**config.mk**
```make
export PLATFORM = sky130hd
export DESIGN_NAME = park_gate_ctrl
export DESIGN_NICKNAME = d
export VERILOG_FILES = /design/src/rtl/park_gate_ctrl.sv
export SDC_FILE = /design/constraint.sdc
export NUM_CORES = 1
export LEC_CHECK = 0
export ABC_AREA = 1
export BUFFER_PORTS_ARGS = -buffer_cell sky130_fd_sc_hd__buf_2
export CAP_MARGIN = 10
export CORE_MARGIN = 10
export CORE_UTILIZATION = 45
export CTS_BUF_LIST = sky130_fd_sc_hd__clkbuf_8
export DETAILED_ROUTE_END_ITERATION = 8
export PLACE_DENSITY = 0.65
export SYNTH_ARGS = -nofsm -noshare
export SYNTH_HDL_FRONTEND = slang
export SYNTH_SLANG_ARGS = --single-unit
```
**constraint.sdc**
```tcl
create_clock -name clk -period 2.15 [get_ports clk]
set_clock_uncertainty 0.2 [all_clocks]
set_input_delay 0.215 -clock clk [delete_from_list [all_inputs] [get_ports clk]]
set_output_delay 0.215 -clock clk [all_outputs]
set_load 0.005 [all_outputs]
```
**src/rtl/park_gate_ctrl.sv**
```systemverilog
// Parking-lot entry gate controller: barrier sequencing FSM, a cycle timer
// for the OPENING/PASSING timeouts, the occupancy counter with a loadable
// capacity, and sticky error flags.
//
// state    | code | meaning
// IDLE     | 0    | barrier closed, waiting for a car while lot not full
// OPENING  | 1    | open requested, waiting for gate_ack=1
// PASSING  | 2    | barrier open, waiting for the car to enter
// CLOSING  | 3    | close requested, waiting for gate_ack=0
module park_gate_ctrl #(
    parameter int TIMEOUT_CYC = 200,
    parameter int DEFAULT_CAP = 15
) (
    input  logic       clk,
    input  logic       reset,
    input  logic       inc_evt,
    input  logic       dec_evt,
    input  logic       car_waiting,
    input  logic       gate_ack,
    input  logic       cap_load,
    input  logic [3:0] cap_value,
    input  logic       err_clr,
    output logic       gate_open,
    output logic [3:0] count,
    output logic       full,
    output logic       empty,
    output logic       ovf_err,
    output logic       unf_err,
    output logic       timeout_err,
    output logic [2:0] debug_state
);

    localparam int TW = (TIMEOUT_CYC < 1) ? 1 : $clog2(TIMEOUT_CYC + 1);
    localparam logic [TW-1:0] TIMER_MAX = TW'(TIMEOUT_CYC);
    localparam logic [3:0]    CAP_RST   = 4'(DEFAULT_CAP);

    typedef enum logic [2:0] {
        ST_IDLE    = 3'd0,
        ST_OPENING = 3'd1,
        ST_PASSING = 3'd2,
        ST_CLOSING = 3'd3
    } state_t;

    state_t          state_q, state_d;
    logic [TW-1:0]   timer_q, timer_d;
    logic            gate_open_q, gate_open_d;
    logic [3:0]      count_q, count_d;
    logic [3:0]      cap_q, cap_d;
    logic            ovf_q, ovf_d;
    logic            unf_q, unf_d;
    logic            tmo_q, tmo_d;
    logic            timeout_set;
    logic            ovf_set;
    logic            unf_set;
    logic            timer_done;

    // Full/empty come straight from the registered count and capacity.
    assign full  = (count_q >= cap_q);
    assign empty = (count_q == 4'd0);

    assign timer_done = (timer_q == TIMER_MAX);

    // Gate FSM next state; undefined codes fall back to IDLE.
    always_comb begin
        state_d     = state_q;
        timeout_set = 1'b0;
        case (state_q)
            ST_IDLE: begin
                if (car_waiting && !full) state_d = ST_OPENING;
            end
            ST_OPENING: begin
                if (gate_ack) begin
                    state_d = ST_PASSING;
                end else if (timer_done) begin
                    state_d     = ST_CLOSING;
                    timeout_set = 1'b1;
                end
            end
            ST_PASSING: begin
                // A car that never shows up is not an error, just close.
                if (inc_evt || timer_done) state_d = ST_CLOSING;
            end
            ST_CLOSING: begin
                if (!gate_ack) state_d = ST_IDLE;
            end
            default: state_d = ST_IDLE;
        endcase
    end

    // Barrier request is registered and follows the upcoming state.
    always_comb begin
        gate_open_d = (state_d == ST_OPENING) || (state_d == ST_PASSING);
    end

    // Cycle timer: cleared on any state change, saturating up-count while
    // waiting in OPENING or PASSING.
    always_comb begin
        timer_d = timer_q;
        if (state_d != state_q) begin
            timer_d = '0;
        end else if ((state_q == ST_OPENING || state_q == ST_PASSING) && !timer_done) begin
            timer_d = timer_q + 1'b1;
        end
    end

    // Capacity register; a zero capacity is meaningless and is ignored.
    always_comb begin
        cap_d = cap_q;
        if (cap_load && (cap_value != 4'd0)) cap_d = cap_value;
    end

    // Occupancy counter, active in every FSM state. Simultaneous entry and
    // exit cancel out. count < cap <= 15 guarantees no wrap on increment.
    always_comb begin
        count_d = count_q;
        ovf_set = 1'b0;
        unf_set = 1'b0;
        if (inc_evt && !dec_evt) begin
            if (count_q < cap_q) count_d = count_q + 4'd1;
            else                 ovf_set = 1'b1;
        end else if (dec_evt && !inc_evt) begin
            if (count_q != 4'd0) count_d = count_q - 4'd1;
            else                 unf_set = 1'b1;
        end
    end

    // Sticky errors: a new error in the same cycle beats err_clr.
    always_comb begin
        ovf_d = ovf_set     | (ovf_q & ~err_clr);
        unf_d = unf_set     | (unf_q & ~err_clr);
        tmo_d = timeout_set | (tmo_q & ~err_clr);
    end

    // State registers with asynchronous reset.
    always_ff @(posedge clk or posedge reset) begin
        if (reset) begin
            state_q     <= ST_IDLE;
            timer_q     <= '0;
            gate_open_q <= 1'b0;
            count_q     <= 4'd0;
            cap_q       <= CAP_RST;
            ovf_q       <= 1'b0;
            unf_q       <= 1'b0;
            tmo_q       <= 1'b0;
        end else begin
            state_q     <= state_d;
            timer_q     <= timer_d;
            gate_open_q <= gate_open_d;
            count_q     <= count_d;
            cap_q       <= cap_d;
            ovf_q       <= ovf_d;
            unf_q       <= unf_d;
            tmo_q       <= tmo_d;
        end
    end

    assign gate_open   = gate_open_q;
    assign count       = count_q;
    assign ovf_err     = ovf_q;
    assign unf_err     = unf_q;
    assign timeout_err = tmo_q;
    assign debug_state = state_q;

endmodule

```
==> results by group <==
Run status
  • Status: finished, violations left
  • Violated checks: hold timing

Route
  • DR vias/cell: 4.61
  • Routed wire length: 2.83 mm
  • DR WL/cell: 11.3 um
  • Drt first pass iters: 4
  • Antenna-violating nets left: 0
  • DRC viols: 0
  • DRT iter0 DRCs: 36
  • Via Count: 1,156

CTS
  • H-tree depth: 1
  • Clk Latency, worst-skew pair: 0.26 ns
  • Clock slew at reported path FFs: 0.08 ns
  • Root Buffer: clkbuf_8
  • CTS Buf Count: 3
  • Post-CTS setup buffers: 0
  • CTS tree: yes
  • # clock sinks: 23
  • Clock buffer depth: 2

Final layout
  • Fillers: 285
  • Layout area overhead: 20.2%
  • Most frequent cells in the layout: nand2_1 (29), inv_1 (28), buf_2 (24)
  • Antenna cells: 0
  • Most common cell after layout, fill and taps aside: nand2_1
  • Final net count: 231
  • Layout cell share with drive strength beyond 1: 30.9%

Global routing
  • Grt ovf: 0
  • Antenna violations before repair: 0
  • Vias in the first global route: 1,169
  • Largest net degree at the start of global routing: 24
  • Global-route wire length before repair: 5.18 mm
  • Global Route Usage Sum: 10.1%

STA
  • Fin Hold WS: -0.00285 ns
  • Slew Viols, Final: 0
  • Final Cycle Share: 92.3%
  • Setup TNS: 0 ns
  • Final Hold Viols: 2
  • Unrepaired setup endpoints after global routing: false
  • Tmin final: 1.98 ns
  • Fmax: 504 MHz
  • Final setup vio count: 0

Placed design
  • GPL Wtd Cong: 0.872
  • HPWL Detailed: 2.26 mm
  • Number of port buffers: 24

Setup path
  • CP Launch Point: cap_q[2]
  • RR Startpoint: cap_q[2]
  • CP max FO: 2
  • Critical path type: reg -> out
  • Startpoint types: flip-flop
  • CP arrival: 1.57 ns
  • Critical Path RT: 1.74 ns
  • CP Capture Type: output pin

Die
  • Die area: 5950 um2
  • Die H: 77.1 um
  • Top-Level Pins: 25
  • Core area: 3080 um2
  • Die Wd: 77.1 um
  • Site Rows: 20
  • Initial core utilization: 47.7%

Synth
  • Mapped Area: 1470 um2
  • Share of async-settable or async-resettable flops after synthesis: 100%
  • Number of enable flip-flop cells after synthesis: 0
  • Synthesized area per cell: 8.48 um2
  • Main flop type after synthesis: dfrtp_1
  • Yosys Warn Count: 0
  • Mapped Cells: 173
  • Sequential element share of the synthesized area: 39.6%
  • Synth Register Bits: 23
  • Synthesized net count: 196
  • Synth cell types: 29

Pwr
  • Worst vdd ir: 0.417 mV
  • Pwr dens: 918 nW/um2
  • Leakage power total: 0.000879 uW

Min path
  • Hold Startpoint: cap_value[3]
  • HP Class: in -> reg

Flow run
  • Max_cap viols: 0
==> cell families after synthesis <==
group / Yosys count / synth area share (%)
xor+xnor: 12 / 7.16
other cells: 1 / 0.256
compound gates: 15 / 5.63
simple gates: 79 / 29.3
flops: 23 / 39.6
buf+inv: 32 / 8.18
fa+ha+maj: 11 / 9.89
==> synthesized netlist by cell type, types with 2 or more instances <==
cell / instances / area [um2]
dfrtp_1: 19 / 475
nand2_4: 3 / 33.8
nor2_2: 11 / 68.8
o21ai_1: 5 / 25.0
a21oi_1: 3 / 15.0
xor2_1: 8 / 70.1
dfstp_2: 4 / 105
inv_1: 27 / 101
inv_2: 4 / 15.0
o21ai_0: 4 / 20.0
ha_1: 10 / 125
nand4_1: 2 / 12.5
nand3_1: 11 / 55.1
nor2_1: 10 / 37.5
nand2_1: 30 / 113
xnor2_1: 4 / 35.0
nand2_2: 6 / 37.5
==> area by class of cell <==
| cell class | instances | area (um2) | share of cell area (%) |
|---|---|---|---|
| Sequential cell | 23 | 581 | 32.9 |
| Multi-Input combinational cell | 118 | 786 | 44.5 |
| Clock inverter | 1 | 3.75 | 0.213 |
| Tap cell | 44 | 55.1 | 3.12 |
| Clock buffer | 3 | 41.3 | 2.34 |
| Timing Repair Buffer | 30 | 178 | 10.1 |
| Inverter | 32 | 120 | 6.81 |
==> power breakdown <==
group / internal (uW) / switching [uW] / total, uW
combinational: 320 / 408 / 727
sequential: 519 / 115 / 634
clock: 127 / 132 / 259
total: 966 / 654 / 1620
==> per-layer routing <==
layer / vias up / track usage [%] / share of wire [%]
li1: 604 / - / -
met1: 525 / 12.2 / 48
met2: 25 / 16.9 / 46
met3: 2 / 3.61 / 5.6
met4: 0 / 1.82 / 0.67
met5: - / 0 / 0
==> worst max-delay path: stages (launching register included) <==
cell and delay [ns]:
dfstp_2 0.54, inv_1 0.04, ha_1 0.26, nand2_1 0.08, clkinv_1 0.08, nand2_1 0.09, nand3_1 0.09, buf_2 0.14
==> stage by stage <==
stage / instances / area (um2) / worst slack [ns] / total power (uW) / util, %
6_report: 251 / 1760 / 0.165 / 1620 / 57.3
5_1_grt: 251 / 1760 / 0.00616 / 1790 / 57.3
4_1_cts: 251 / 1750 / 0.111 / 1610 / 56.7
3_5_place_dp: 242 / 1650 / 0.148 / 1340 / 53.6
3_3_place_gp: 242 / 1650 / 0.221 / 1320 / 53.6
2_1_floorplan: 173 / 1470 / 0.306 / 1120 / -
==> flip-flops by register name (all words and copies together) (netlist names) <==
signal and cells:
cap_q 4, count 4, debug_state 3, gate_open 1, ovf_err 1, timeout_err 1, timer_q 8, unf_err 1
==> timing repair <==
action | CTS | global route
hold endpoints to repair | 24 | 0
hold buffers | 5 | 0
setup endpoints to repair | 0 | 3
resized for setup | 0 | 3
==> path summary, 6_finish.rpt <==
kind                         endpoint  slack, ns  depth (start not counted)
setup / recovery                 full       0.17                          7
max in group asynchronous    cap_q[0]       1.15                          4
setup reg to reg             count[0]       0.18                          9
hold reg to reg              cap_q[0]       0.26                          2
hold / removal               cap_q[3]     -0.003                          3
min in group asynchronous  timer_q[6]       0.32                          4
No activity file was read; power rests on OpenSTA's default activity.
